**config.mk**
```make
export PLATFORM = sky130hd
export DESIGN_NAME = spu_result_uart_tx
export DESIGN_NICKNAME = d
export VERILOG_FILES = /design/src/rtl/spu_result_uart_tx.sv
export SDC_FILE = /design/constraint.sdc
export NUM_CORES = 1
export LEC_CHECK = 0
export ABC_AREA = 0
export CAP_MARGIN = 20
export CORE_UTILIZATION = 30
export CTS_CLUSTER_SIZE = 40
export DETAILED_ROUTE_END_ITERATION = 7
export MAX_ROUTING_LAYER = met4
export PLACE_DENSITY = 0.44
export SYNTH_ARGS = -nofsm -noshare
export SYNTH_HDL_FRONTEND = slang
export SYNTH_SLANG_ARGS = --single-unit
```
**constraint.sdc**
```tcl
create_clock -name clk -period 3.1 [get_ports clk]
set_input_delay 0.775 -clock clk [delete_from_list [all_inputs] [get_ports clk]]
set_output_delay 0.775 -clock clk [all_outputs]
set_load 0.05 [all_outputs]
```
**src/rtl/spu_result_uart_tx.sv**
```systemverilog
// Result-byte UART transmitter: a small FIFO feeds an 8N1 serialiser.
// tx is a registered copy of the FSM bit level, so it trails the state by one cycle.
module spu_result_uart_tx #(
  parameter int CLK_DIV = 434,
  parameter int FIFO_AW = 2
) (
  input  logic               clk,
  input  logic               rst_n,
  input  logic               ena,
  input  logic [7:0]         res_data,
  input  logic               res_valid,
  output logic               res_ready,
  output logic               tx,
  output logic               busy,
  output logic [FIFO_AW:0]   fifo_count
);

  localparam int DEPTH = 1 << FIFO_AW;
  localparam logic [FIFO_AW:0] FULL = (FIFO_AW+1)'(DEPTH);
  localparam logic [15:0] BAUD_MAX = 16'(CLK_DIV - 1);

  typedef enum logic [1:0] {IDLE, START, DATA, STOP} state_t;

  state_t             state;
  logic [7:0]         mem [DEPTH];
  logic [FIFO_AW-1:0] wptr, rptr;
  logic [15:0]        baud;
  logic [2:0]         bit_idx;
  logic [7:0]         shreg;
  logic               run;
  logic               push, pop, bit_end, can_pop;

  // run holds res_ready low through reset and for the first edge after release
  assign res_ready = ena & run & (fifo_count < FULL);
  assign push      = res_valid & res_ready;
  assign bit_end   = (baud == 16'd0);
  assign can_pop   = ena & (fifo_count != '0);
  assign pop       = can_pop & ((state == IDLE) | ((state == STOP) & bit_end));
  assign busy      = (state != IDLE) | (fifo_count != '0);

  always_ff @(posedge clk) begin
    if (push) mem[wptr] <= res_data;
  end

  always_ff @(posedge clk or negedge rst_n) begin
    if (!rst_n) begin
      wptr       <= '0;
      rptr       <= '0;
      fifo_count <= '0;
    end else begin
      if (push) wptr <= wptr + 1'b1;
      if (pop)  rptr <= rptr + 1'b1;
      case ({push, pop})
        2'b10:   fifo_count <= fifo_count + 1'b1;
        2'b01:   fifo_count <= fifo_count - 1'b1;
        default: fifo_count <= fifo_count;
      endcase
    end
  end

  always_ff @(posedge clk or negedge rst_n) begin
    if (!rst_n) begin
      state   <= IDLE;
      baud    <= '0;
      bit_idx <= '0;
      shreg   <= '0;
      tx      <= 1'b1;
      run     <= 1'b0;
    end else begin
      run <= 1'b1;
      case (state)
        IDLE: begin
          tx <= 1'b1;
          if (pop) begin
            shreg <= mem[rptr];
            baud  <= BAUD_MAX;
            state <= START;
          end
        end
        START: begin
          tx <= 1'b0;
          if (bit_end) begin
            state   <= DATA;
            bit_idx <= '0;
            baud    <= BAUD_MAX;
          end else begin
            baud <= baud - 16'd1;
          end
        end
        DATA: begin
          tx <= shreg[0];
          if (bit_end) begin
            shreg   <= shreg >> 1;
            bit_idx <= bit_idx + 3'd1;
            baud    <= BAUD_MAX;
            if (bit_idx == 3'd7) state <= STOP;
          end else begin
            baud <= baud - 16'd1;
          end
        end
        STOP: begin
          tx <= 1'b1;
          if (bit_end) begin
            // back-to-back frames: reload straight into START with no idle bit
            if (pop) begin
              shreg <= mem[rptr];
              baud  <= BAUD_MAX;
              state <= START;
            end else begin
              state <= IDLE;
            end
          end else begin
            baud <= baud - 16'd1;
          end
        end
        default: state <= IDLE;
      endcase
    end
  end

endmodule
```
## Word-level counts from Yosys, hierarchy flattened

Memories as Yosys holds them, arrays and structs flattened.
Index checks and enable logic that the tools add are counted.
W data, S select, Z words.

| cells by class | value |
|---|---|
| add/sub/neg operators | 6 |
| $mul | 0 |
| divide/modulo/power cells | 0 |
| $lt $le $gt $ge | 1 |
| equal/unequal tests | 11 |
| shift operators | 0 |
| multiplexer cells | 22 |
| bitwise operators | 8 |
| reductions and logical operators | 12 |

Operators with widths:

| kind | count |
|---|---|
| $mux W16 | 3 |
| $pmux W16 S3 | 1 |
| $mux W8 | 3 |
| $pmux W8 S3 | 1 |
| $logic_not A16 Y1 | 1 |
| $sub A16 B1 Y16 const B | 1 |
| $pmux W3 S2 | 2 |
| $mux W2 | 5 |
| $ne A2 B2 Y1 const B | 5 |
| $pmux W2 S4 | 1 |
| $add A3 B1 Y3 const B | 2 |
| $and A1 B1 Y1 | 6 |
| $eq A2 B2 Y1 const B | 3 |
| $mux W3 | 2 |
| $reduce_and A3 Y1 | 2 |
| $reduce_bool A2 Y1 | 3 |
| $reduce_bool A3 Y1 | 2 |
| $reduce_and A5 Y1 | 1 |
| $add A2 B1 Y2 const B | 2 |
| $eq A2 B1 Y1 const B | 2 |
| $reduce_or A2 Y1 | 2 |
| $eq A3 B3 Y1 const B | 1 |
| $lt A3 B3 Y1 const B | 1 |
| $mux W1 | 3 |
| other kinds (4) | 5 |

| word-level totals | value |
|---|---|
| flip-flop bits (word level) | 38 |
| bits in latches | 0 |
| RAM bits | 32 |
| bits in read-only memories | 0 |
| input port bits | 12 |
| output and inout port bits | 6 |
| logic and storage cells | 70 |
| memories kept | 1 |

Memories:

| name | depth | bits a word | read ports | clocked after memory_dff | write ports | line | text |
|---|---|---|---|---|---|---|---|
| mem | 4 | 8 | 1 | 0 | 1 | 25 | `logic [7:0] mem [DEPTH];` |

## Depth between registers and ports, before layout

Gate-level depths: netlist of run 1.

| depth | value |
|---|---|
| word-level depth | 7 |
| mapped depth | 12 |
| mapped depth without buffers | 12 |

## Least setup slack after synthesis of run 1

No wires, ideal clock.

| timing path | value |
|---|---|
| kind | reg-to-reg |
| start point | register baud[0] |
| end point | register fifo_count[2] |
| setup time | 0.082 ns |
| arrival time | 2.905 ns |
| data required time | 3.018 ns |
| path slack | 0.113 ns |
| cell stages (with the launch flop) | 13 |
| path buffers | 0 |
| clock period less this slack | 2.987 ns |
| cell sequence | dfrtp_1 -> inv_1 -> ha_1 -> or4b_4 -> nor4_4 -> a21o_1 -> and2_1 -> ha_1 -> inv_1 -> fa_1 -> xor2_1 -> nor2_1 -> xor2_1 |

| between the ends | value |
|---|---|
| word-level cells in the longest chain between the ends | 6 |
| elaborated cells on any way between the ends | 8 |
| those cells by class | 2 x eq/ne; 1 x mux; 3 x bitwise; 2 x reduce/logical |

RTL lines:

| what | line | text |
|---|---|---|
| from (decl) | 27 | `logic [15:0] baud;` |
| from (signal assigned) | 87 | `baud <= baud - 16'd1;` |
| from (signal assigned) | 98 | `baud <= baud - 16'd1;` |
| from (signal assigned) | 113 | `baud <= baud - 16'd1;` |
| $logic_not A16 Y1 (*) | 36 | `assign bit_end = (baud == 16'd0);` |
| $and A1 B1 Y1 (*) | 38 | `assign pop = can_pop & ((state == IDLE) \| ((state == STOP) & bit_end));` |
| $or A1 B1 Y1 (*) | 38 |  |
| $and A1 B1 Y1 (*) | 38 |  |
| named net pop | 31 | `logic push, pop, bit_end, can_pop;` |
| $eq A2 B1 Y1 / $eq A2 B2 Y1 (equally long branches) | 53 | `case ({push, pop})` |
| $pmux W3 S2 / $reduce_bool A2 Y1 (equally long branches) | -- |  |
| to (signal assigned) | 54 | `2'b10: fifo_count <= fifo_count + 1'b1;` |
| to (signal assigned) | 55 | `2'b01: fifo_count <= fifo_count - 1'b1;` |
| to (signal assigned) | 56 | `default: fifo_count <= fifo_count;` |
| to (decl) | 15 | `output logic [FIFO_AW:0] fifo_count` |

The timed path passes the listed nets; every way through them passes the cells marked *.
A chain may end at the register's enable or synchronous reset.

## Worst setup path after layout of run 1

| timing path | value |
|---|---|
| start point | register state[0] |
| end point | output busy |

| between the ends | value |
|---|---|
| word-level cells in the longest chain between the ends | 2 |

RTL lines:

| what | line | text |
|---|---|---|
| from (decl) | 24 | `state_t state;` |
| from (signal assigned) | 63 | `state <= IDLE;` |
| from (signal assigned) | 77 | `state <= START;` |
| from (signal assigned) | 83 | `state <= DATA;` |
| $reduce_bool A2 Y1 | 39 | `assign busy = (state != IDLE) \| (fifo_count != '0);` |
| $or A1 B1 Y1 | 39 |  |
| to (decl) | 14 | `output logic busy,` |

Every way passes these cells.

==> impl_metrics.csv, run 1 <==
group,metric,value,unit
placed_design,dpl-instance-area,3850,µm²
power,ir_drop,0.000354,V
die,die_y,110,µm
power,p_per_area,582,nW/µm²
finish,design_area,4160,µm²
power,seqPwrFrac,44.0,%
placed_design,place_inst,432,
finish,final_cell_mix,"dfrtp_1 (37), edfxtp_1 (32), inv_1 (19), a21oi_1 (19), nand2_1 (18)",
timing,rsz0062_at_grt,"no",
timing,period_needed,2890,ps
route,drtIter0Drc,115,
power,p_leak,0.00170,µW
hold_path,hold_class,"register to register",
worst_setup_path,crit_required,2320,ps
grt,overflow,0,
grt,grt_max_degree,39,
logic_synthesis,synth-async-reset-ratio,54.3,%
logic_synthesis,synth_edf_count,32,
die,ios,18,
worst_setup_path,slowest_delay,800,ps
finish,syn2layout_area_growth,18.9,%
route,wl,6890,µm
logic_synthesis,synthesis.nets,304,
clock_tree,cts_tree,"built",
die,start_util,30.8,%
route,drc,0,
die,coreArea,11400,µm²
timing,maxSlewHeadroom,41.6,%
worst_setup_path,slowest_stage,"clkdlybuf4s50_1",
logic_synthesis,synth_top_flop_cell,"dfrtp_1",
grt,grt_pass1_wl,11600,µm
timing,hold_violations,0,
grt,antenna_found_initial,0,
logic_synthesis,syn_avg_cell_area,12.7,µm²
logic_synthesis,ys_seq_elements,70,
worst_setup_path,cpLargestDelayFamily,"buffers and inverters",
timing,tns,0,ps
logic_synthesis,synth_cells,276,
route,avgRoutedWirePerCell,15.4,µm
status,status,"finished, final reports clean",
clock_tree,cts_buffers,9,
route,viasPerCell,4.94,
grt,grt_util_all_layers,13.4,%
finish,diodes,0,
finish,drive_gt1_share,18.4,%
power,intPower,1770,µW
die,dieArea,12100,µm²
die,die_x,110,µm
power,combinationalPowerShare,12.4,%
logic_synthesis,synth_area,3500,µm²
logic_synthesis,ys_types,52,
timing,slew_viol_final,0,
job,maxCapViolCount,0,
worst_setup_path,crit_fanout,7,
worst_setup_path,cp.buffers_inverters,2,
timing,skew,8.84,ps
power,design_power_total,2420,µW
finish,final_core_util,36.6,%
timing,max_freq,346,MHz
clock_tree,cts-htree-levels,3,
clock_tree,clock_path_buffers,2,
timing,finalCritPeriodShare,93.2,%
route,ant_nets,0,
placed_design,dp_hpwl,4800,µm
route,first_pass_iters,4,
route,vias,2214,
worst_setup_path,worstSetupStartpointType,"register",
finish,nNetsFinal,328,
finish,mostFrequentLayoutCell,"dfrtp_1",
placed_design,port_buffers,17,
finish,stdcell_count,448,
power,sw_frac_of_total,26.7,%
worst_setup_path,endpoint_kind,"output pin",
logic_synthesis,yosys_warnings,0,
worst_setup_path,crit_type,"register to output pin",
timing,tightest_slew,876,ps
timing,setup_violations,0,
placed_design,gp_routability_congestion,0.733,
clock_tree,cts_num_sinks,70,
logic_synthesis,ys_seq_area_share,54.7,%
power,p_sw,648,µW
clock_tree,clk_pin_slew,60,ps
worst_setup_path,critPathArrivalTime,2120,ps
clock_tree,cts-root-buf,"clkbuf_16",
worst_setup_path,path_cells,"inv_1 > ha_1 > nand2_1 > clkdlybuf4s50_1",
die,num_rows,39,
grt,first_global_vias,2287,
power,p_clk_share,43.5,%
clock_tree,clock_latency,340,ps
==> metrics by stage <==
step,setup slack [ps],hold WS (ps)
final,210,498
after global routing,68.3,529
after CTS,198,509
after detailed placement,221,489
after floorplan,113,448
after global placement,286,489
==> cell type report <==
cell class,count,area (µm²)
inverter,19,71.3
tap,143,179
sequential,70,1910
multi-input combinational,177,1470
clock inverter,7,78.8
timing repair buffer,23,220
fill,1116,7210
clock buffer,9,225
==> state kept, by name, summed over array words and instances, names as in the netlist, 2 cells and up <==
signal / count
mem: 32
state: 2
bit_idx: 3
wptr: 2
baud: 16
shreg: 8
fifo_count: 3
rptr: 2
==> power by group through the flow <==
stage / clock (µW) / combinational, µW / sequential (µW)
5_1_grt: 1120 / 332 / 1070
3_3_place_gp: 0 / 302 / 1090
3_5_place_dp: 0 / 307 / 1080
6_report: 1050 / 301 / 1070
4_1_cts: 1080 / 307 / 1070
2_1_floorplan: 0 / 114 / 1150
==> final timing paths <==
kind,endpoint,cells after the start,from,slack [ps]
worst max-delay path,busy,4,state[0],210
worst min-delay path,baud[15],1,baud[15],500
worst max register to register,fifo_count[2],12,baud[1],290
worst min register to register,baud[15],1,baud[15],500
max in group asynchronous,rptr[0],1,rst_n,1990
min in group asynchronous,baud[4],1,rst_n,550
==> worst register-to-register path, stage by stage (launching register included) <==
cell     delay (ps)
dfrtp_1         380
inv_1            90
ha_1            130
or4b_4          480
nor4_4          310
a21o_1          180
and2_4          160
ha_2            180
inv_1            50
fa_1            370
xor2_1          150
nor2_1          110
xor2_1          140
==> cell usage after synthesis (4+ instances only) <==
cell type  number  area, µm²
a21oi_1        19       95.1
dfrtp_1        37        926
nor2_1          7       26.3
edfxtp_1       32        961
and3_1          4       25.0
a31oi_1         6       37.5
or4_1           4       30.0
a22o_1          4       35.0
inv_1          19       71.3
ha_1           15        188
mux2_2          7       78.8
nor3_1          7       35.0
o32ai_1         4       35.0
clkbuf_1        8       30.0
o21ai_0         7       35.0
mux2_4          7        105
nand3_1         8       40.0
nand2_1        18       67.6
or3_1           4       25.0
xor2_1          4       35.0
mux4_2          8        180
==> metal layers <==
| layer | GRT usage (%) | share of wire (%) |
|---|---|---|
| met5 | - | 0 |
| met4 | 7.14 | 2.5 |
| met3 | 3.44 | 2.5 |
| met2 | 20.3 | 46 |
| met1 | 16.5 | 49 |
==> logic make-up (layout without fill, tap and decap cells) <==
group                    Yosys count  count (layout)  share of synthesized area (%)
flip-flops                        70              70                           54.7
AND/OR/NAND/NOR                   68              68                           11.3
AO/OA/AOI/OAI                     61              61                           11.8
buffers and inverters             29              58                           3.36
multiplexers                      24              24                           11.0
adder cells (fa/ha/maj)           16              16                           5.94
XOR/XNOR                           7               7                           1.75
other                              1               1                          0.107
==> timing repair <==
item,in CTS,in global routing
hold buffers,0,0
buffers inserted,0,0
resized for setup,0,2
setup endpoints to repair,0,1
Power figures use the tool's default switching activity.
==> inputs of run 2 (changes only) <==
Settings changed: ABC_AREA 0 to unset, CTS_CLUSTER_DIAMETER set to 150, MAX_ROUTING_LAYER met4 to unset.
==> run 2 against run 1 <==
Non-clock buffer count stayed put. Critical path depth unchanged. First-iteration DRC count increased by 5.2%. Sequential share of layout area did not move. Cell area unchanged. Largest cell class unchanged. Highest routed layer unchanged.
==> impl_metrics.csv, run 2 (synthesized netlist as in run 1, its figures left out) <==
group,metric,value,unit
placed_design,dp_hpwl,4800,µm
clock_tree,cts_num_sinks,70,
route,ant_nets,0,
timing,slew_viol_final,0,
clock_tree,clock_latency,340,ps
finish,syn2layout_area_growth,18.9,%
finish,design_area,4160,µm²
placed_design,port_buffers,17,
route,wl,6870,µm
route,drc,0,
clock_tree,cts_resized,0,
die,ios,18,
grt,antenna_found_initial,0,
die,die_x,110,µm
job,maxCapViolCount,0,
status,status,"finished, final reports clean",
timing,max_freq,347,MHz
route,first_pass_iters,4,
route,avgRoutedWirePerCell,15.3,µm
die,start_util,30.8,%
worst_setup_path,endpoint_kind,"output pin",
power,p_leak,0.00170,µW
worst_setup_path,crit_end,"busy",
finish,stdcell_count,448,
worst_setup_path,r2r_end,"fifo_count[2]",
worst_setup_path,slowest_delay,800,ps
worst_setup_path,critPathArrivalTime,2110,ps
finish,regArea,1910,µm²
finish,final_cell_mix,"dfrtp_1 (37), edfxtp_1 (32), inv_1 (19), a21oi_1 (19), nand2_1 (18)",
placed_design,gp_routability_congestion,0.724,
worst_setup_path,r2r-start,"baud[1]",
placed_design,place_inst,432,
die,num_rows,39,
clock_tree,cts_setup_buffers,0,
finish,mostFrequentLayoutCell,"dfrtp_1",
route,viasPerCell,4.96,
timing,maxSlewHeadroom,40.6,%
finish,drive_gt1_share,18.4,%
finish,multi_input_area,1470,µm²
worst_setup_path,crit_required,2320,ps
power,p_per_area,583,nW/µm²
worst_setup_path,path_cells,"inv_1 > ha_1 > nand2_1 > clkdlybuf4s50_1",
grt,overflow,0,
worst_setup_path,setup.worst_path.start,"state[0]",
clock_tree,cts-htree-levels,3,
finish,reg_top3,"mem: 32 flops, baud: 16 flops, shreg: 8 flops",
clock_tree,cts_tree,"built",
finish,largest_register,"mem",
grt,first_global_vias,2283,
finish,largest_register_ffs,32,
timing,setup_violations,0,
die,die_y,110,µm
timing,hold_violations,0,
timing,rsz0062_at_grt,"no",
clock_tree,clk_pin_slew,60,ps
worst_setup_path,slowest_stage,"clkdlybuf4s50_1",
hold_path,hold_class,"register to register",
placed_design,dpl-instance-area,3850,µm²
route,drtIter0Drc,121,
hold_path,holdPathStages,1,
worst_setup_path,r2r_setup_slack,290,ps
worst_setup_path,r2r_cells,12,
finish,fill_cells,1116,
timing,skew,8.84,ps
finish,diodes,0,
power,ir_drop,0.000352,V
die,coreArea,11400,µm²
die,dieArea,12100,µm²
grt,grt_util_all_layers,13.0,%
timing,tns,0,ps
worst_setup_path,crit_fanout,7,
finish,nNetsFinal,328,
worst_setup_path,crit_type,"register to output pin",
route,vias,2220,
clock_tree,cts_hold_buf,0,
clock_tree,cts_buffers,9,
worst_setup_path,worstSetupStartpointType,"register",
grt,grt_pass1_wl,11500,µm
clock_tree,clock_path_buffers,2,
timing,finalCritPeriodShare,93.0,%
clock_tree,cts-root-buf,"clkbuf_16",
grt,grt_max_degree,39,
timing,period_needed,2880,ps
timing,tightest_slew,891,ps
==> run 2: metal layers <==
metal  vias up  routed length [µm]  track usage, %
met2        28                3180            20.2
met5         -                   0               0
met3        12                 190            3.44
met1      1091                3340            16.5
li1       1089                   -               -
met4         0                 164            7.14
==> run 2: area by class of cell <==
type / count / area share [%]
Multi-Input combinational cell: 177 / 35.4
Clock buffer: 9 / 5.42
Inverter: 19 / 1.71
Tap cell: 143 / 4.30
Timing Repair Buffer: 23 / 5.29
Sequential cell: 70 / 46.0
Clock inverter: 7 / 1.90
==> run 2: worst max-delay path, delay by kind of cell, from the launching register on <==
family,cells,cell delay (ps)
buffers and inverters,2,920
AND/OR/NAND/NOR,1,90
adder cells (fa/ha/maj),1,300
flip-flops,1,460
==> run 2: per-stage QoR <==
stage                     setup slack [ps]  hold slack (ps)  util (%)  power [µW]
after CTS                              198              509      36.5        2460
after global placement                 286              489      33.9        1390
after global routing                  68.3              529      36.6        2520
after detailed placement               221              489      33.9        1390
after floorplan                        113              448         -        1260
final                                  218              498      36.6        2430
==> run 2: where the power goes <==
part | switching, µW | leakage, µW | total (µW) | internal (µW)
clock | 424 | 0.000151 | 1060 | 634
combinational | 186 | 0.000806 | 301 | 115
sequential | 41.3 | 0.000740 | 1070 | 1030
total | 652 | 0.00170 | 2430 | 1770
==> run 2: worst min-delay path by stage <==
stage | start | end | slack (ps)
CTS | baud[15] | baud[15] | 510
detailed placement | shreg[6] | shreg[6] | 490
global route | shreg[4] | shreg[4] | 530
finish | baud[15] | baud[15] | 500
floorplan | baud[15] | baud[15] | 450
global placement | shreg[1] | shreg[1] | 490
==> inputs of run 3 (changes only) <==
Settings changed: CORE_UTILIZATION 30 to 54, PLACE_DENSITY 0.44 to 0.73.
==> run 3 against run 2 <==
Count of clock-buffer cells in the layout did not move. Cell area fell by 5.1%. Fmax shrank 2.3%. Total power decreased by 15%. Sequential cell count unchanged. Via count grew 3.1%. Core utilization increased by 28 points. Combinational power grew 1%. Non-clock buffer count down 1. Sequential share of layout area is 2.5 points higher. Wire length fell by 5.6%. Critical endpoint unchanged.
==> impl_metrics.csv, run 3 (synthesized netlist as in run 1, its figures left out) <==
group,metric,value,unit
finish,largest_register_ffs,32,
power,ir_drop,0.000415,V
clock_tree,clock_path_buffers,2,
worst_setup_path,critPathArrivalTime,2170,ps
clock_tree,cts_buffers,9,
finish,largest_register,"mem",
finish,stdcell_count,379,
grt,antenna_found_initial,0,
route,avgRoutedWirePerCell,17.1,µm
timing,max_freq,339,MHz
timing,setup_violations,0,
timing,hold_violations,0,
timing,rsz0062_at_grt,"no",
worst_setup_path,crit_type,"register to output pin",
route,vias,2289,
finish,reg_top3,"mem: 32 flops, baud: 16 flops, shreg: 8 flops",
worst_setup_path,slowest_stage,"clkdlybuf4s50_1",
die,start_util,57.4,%
route,first_pass_iters,4,
finish,diodes,0,
placed_design,port_buffers,17,
power,p_per_area,524,nW/µm²
finish,nNetsFinal,327,
die,die_y,82.5,µm
clock_tree,cts-root-buf,"clkbuf_8",
die,die_x,82.5,µm
clock_tree,clk_pin_slew,80,ps
timing,finalCritPeriodShare,95.1,%
grt,grt_max_degree,39,
finish,final_core_util,64.8,%
grt,grt_util_all_layers,22.3,%
placed_design,dp_slack,125,ps
die,coreArea,6100,µm²
clock_tree,cts-htree-levels,3,
die,num_rows,28,
timing,tns,0,ps
clock_tree,clock_latency,350,ps
placed_design,place_inst,363,
route,drc,0,
placed_design,gp_routability_congestion,0.796,
finish,final_cell_mix,"dfrtp_1 (36), edfxtp_1 (32), inv_1 (19), a21oi_1 (19), nand2_1 (18)",
hold_path,hold_class,"register to register",
grt,grt_pass1_wl,10900,µm
timing,period_needed,2950,ps
timing,tightest_slew,855,ps
timing,finalWorstSetupSlack,151,ps
timing,maxSlewHeadroom,43.0,%
grt,overflow,0,
worst_setup_path,slowest_delay,810,ps
finish,mostFrequentLayoutCell,"dfrtp_1",
worst_setup_path,path_cells,"inv_1 > ha_1 > nand2_1 > clkdlybuf4s50_1",
clock_tree,cts_num_sinks,70,
route,wl,6490,µm
route,ant_nets,0,
status,status,"finished, final reports clean",
timing,skew,11.1,ps
worst_setup_path,crit_fanout,7,
job,maxCapViolCount,0,
grt,first_global_vias,2186,
worst_setup_path,worstSetupStartpointType,"register",
clock_tree,cts_tree,"built",
finish,drive_gt1_share,18.1,%
die,dieArea,6800,µm²
route,drtIter0Drc,186,
worst_setup_path,endpoint_kind,"output pin",
clock_tree,cts_hold_buf,0,
power,p_leak,0.00164,µW
die,ios,18,
finish,syn2layout_area_growth,12.9,%
timing,slew_viol_final,0,
placed_design,dp_hpwl,4510,µm
route,viasPerCell,6.04,
worst_setup_path,crit_required,2320,ps
## run 3: repair_timing
| action | CTS | global route |
|---|---|---|
| endpoints found under the setup margin | 0 | 1 |
| setup buffers | 0 | 0 |
| resized for setup | 0 | 2 |
## run 3: power breakdown
| group | switching [µW] | internal, µW | leakage (µW) |
|---|---|---|---|
| Sequential | 42.6 | 1020 | 0.000740 |
| Combinational | 190 | 114 | 0.000803 |
| Clock | 389 | 307 | 0.0000927 |
## run 3: final cells by class
cell class | instances | area (µm²)
Clock buffer | 9 | 124
Clock inverter | 7 | 62.6
Fill cell | 482 | 2150
Inverter | 19 | 71.3
Multi-Input combinational cell | 177 | 1470
Sequential cell | 70 | 1910
Tap cell | 75 | 93.8
Timing Repair Buffer | 22 | 213
## run 3: worst paths after layout
path / depth (start not counted) / slack, ps / start / end
worst max register to register: 12 / 170 / baud[0] / fifo_count[2]
worst max-delay path: 4 / 150 / state[0] / busy
min in group asynchronous: 1 / 520 / rst_n / baud[10]
worst min-delay path: 1 / 500 / baud[15] / baud[15]
worst min register to register: 1 / 500 / baud[15] / baud[15]
max in group asynchronous: 1 / 1970 / rst_n / baud[0]
## run 3: per-layer routing
layer	global-route usage, %	vias to the layer above	share of wire, %
met4	9.47	0	1.5
met1	33.4	1141	50
li1	-	1080	-
met5	0	-	0
met2	31.6	58	44
met3	4.40	10	3.9
## run 3: critical path, delay by kind of cell (launching register included)
family,cells,cell delay (ps)
flops,1,470
fa+ha+maj,1,320
simple gates,1,100
buf+inv,2,940
## run 3: stage by stage
| stage | power (µW) | cell area, µm² | hold slack, ps |
|---|---|---|---|
| after global routing | 2150 | 3950 | 514 |
| after detailed placement | 1390 | 3760 | 487 |
| after floorplan | 1260 | 3500 | 448 |
| after global placement | 1380 | 3760 | 486 |
| final | 2070 | 3950 | 498 |
| after CTS | 2080 | 3940 | 499 |
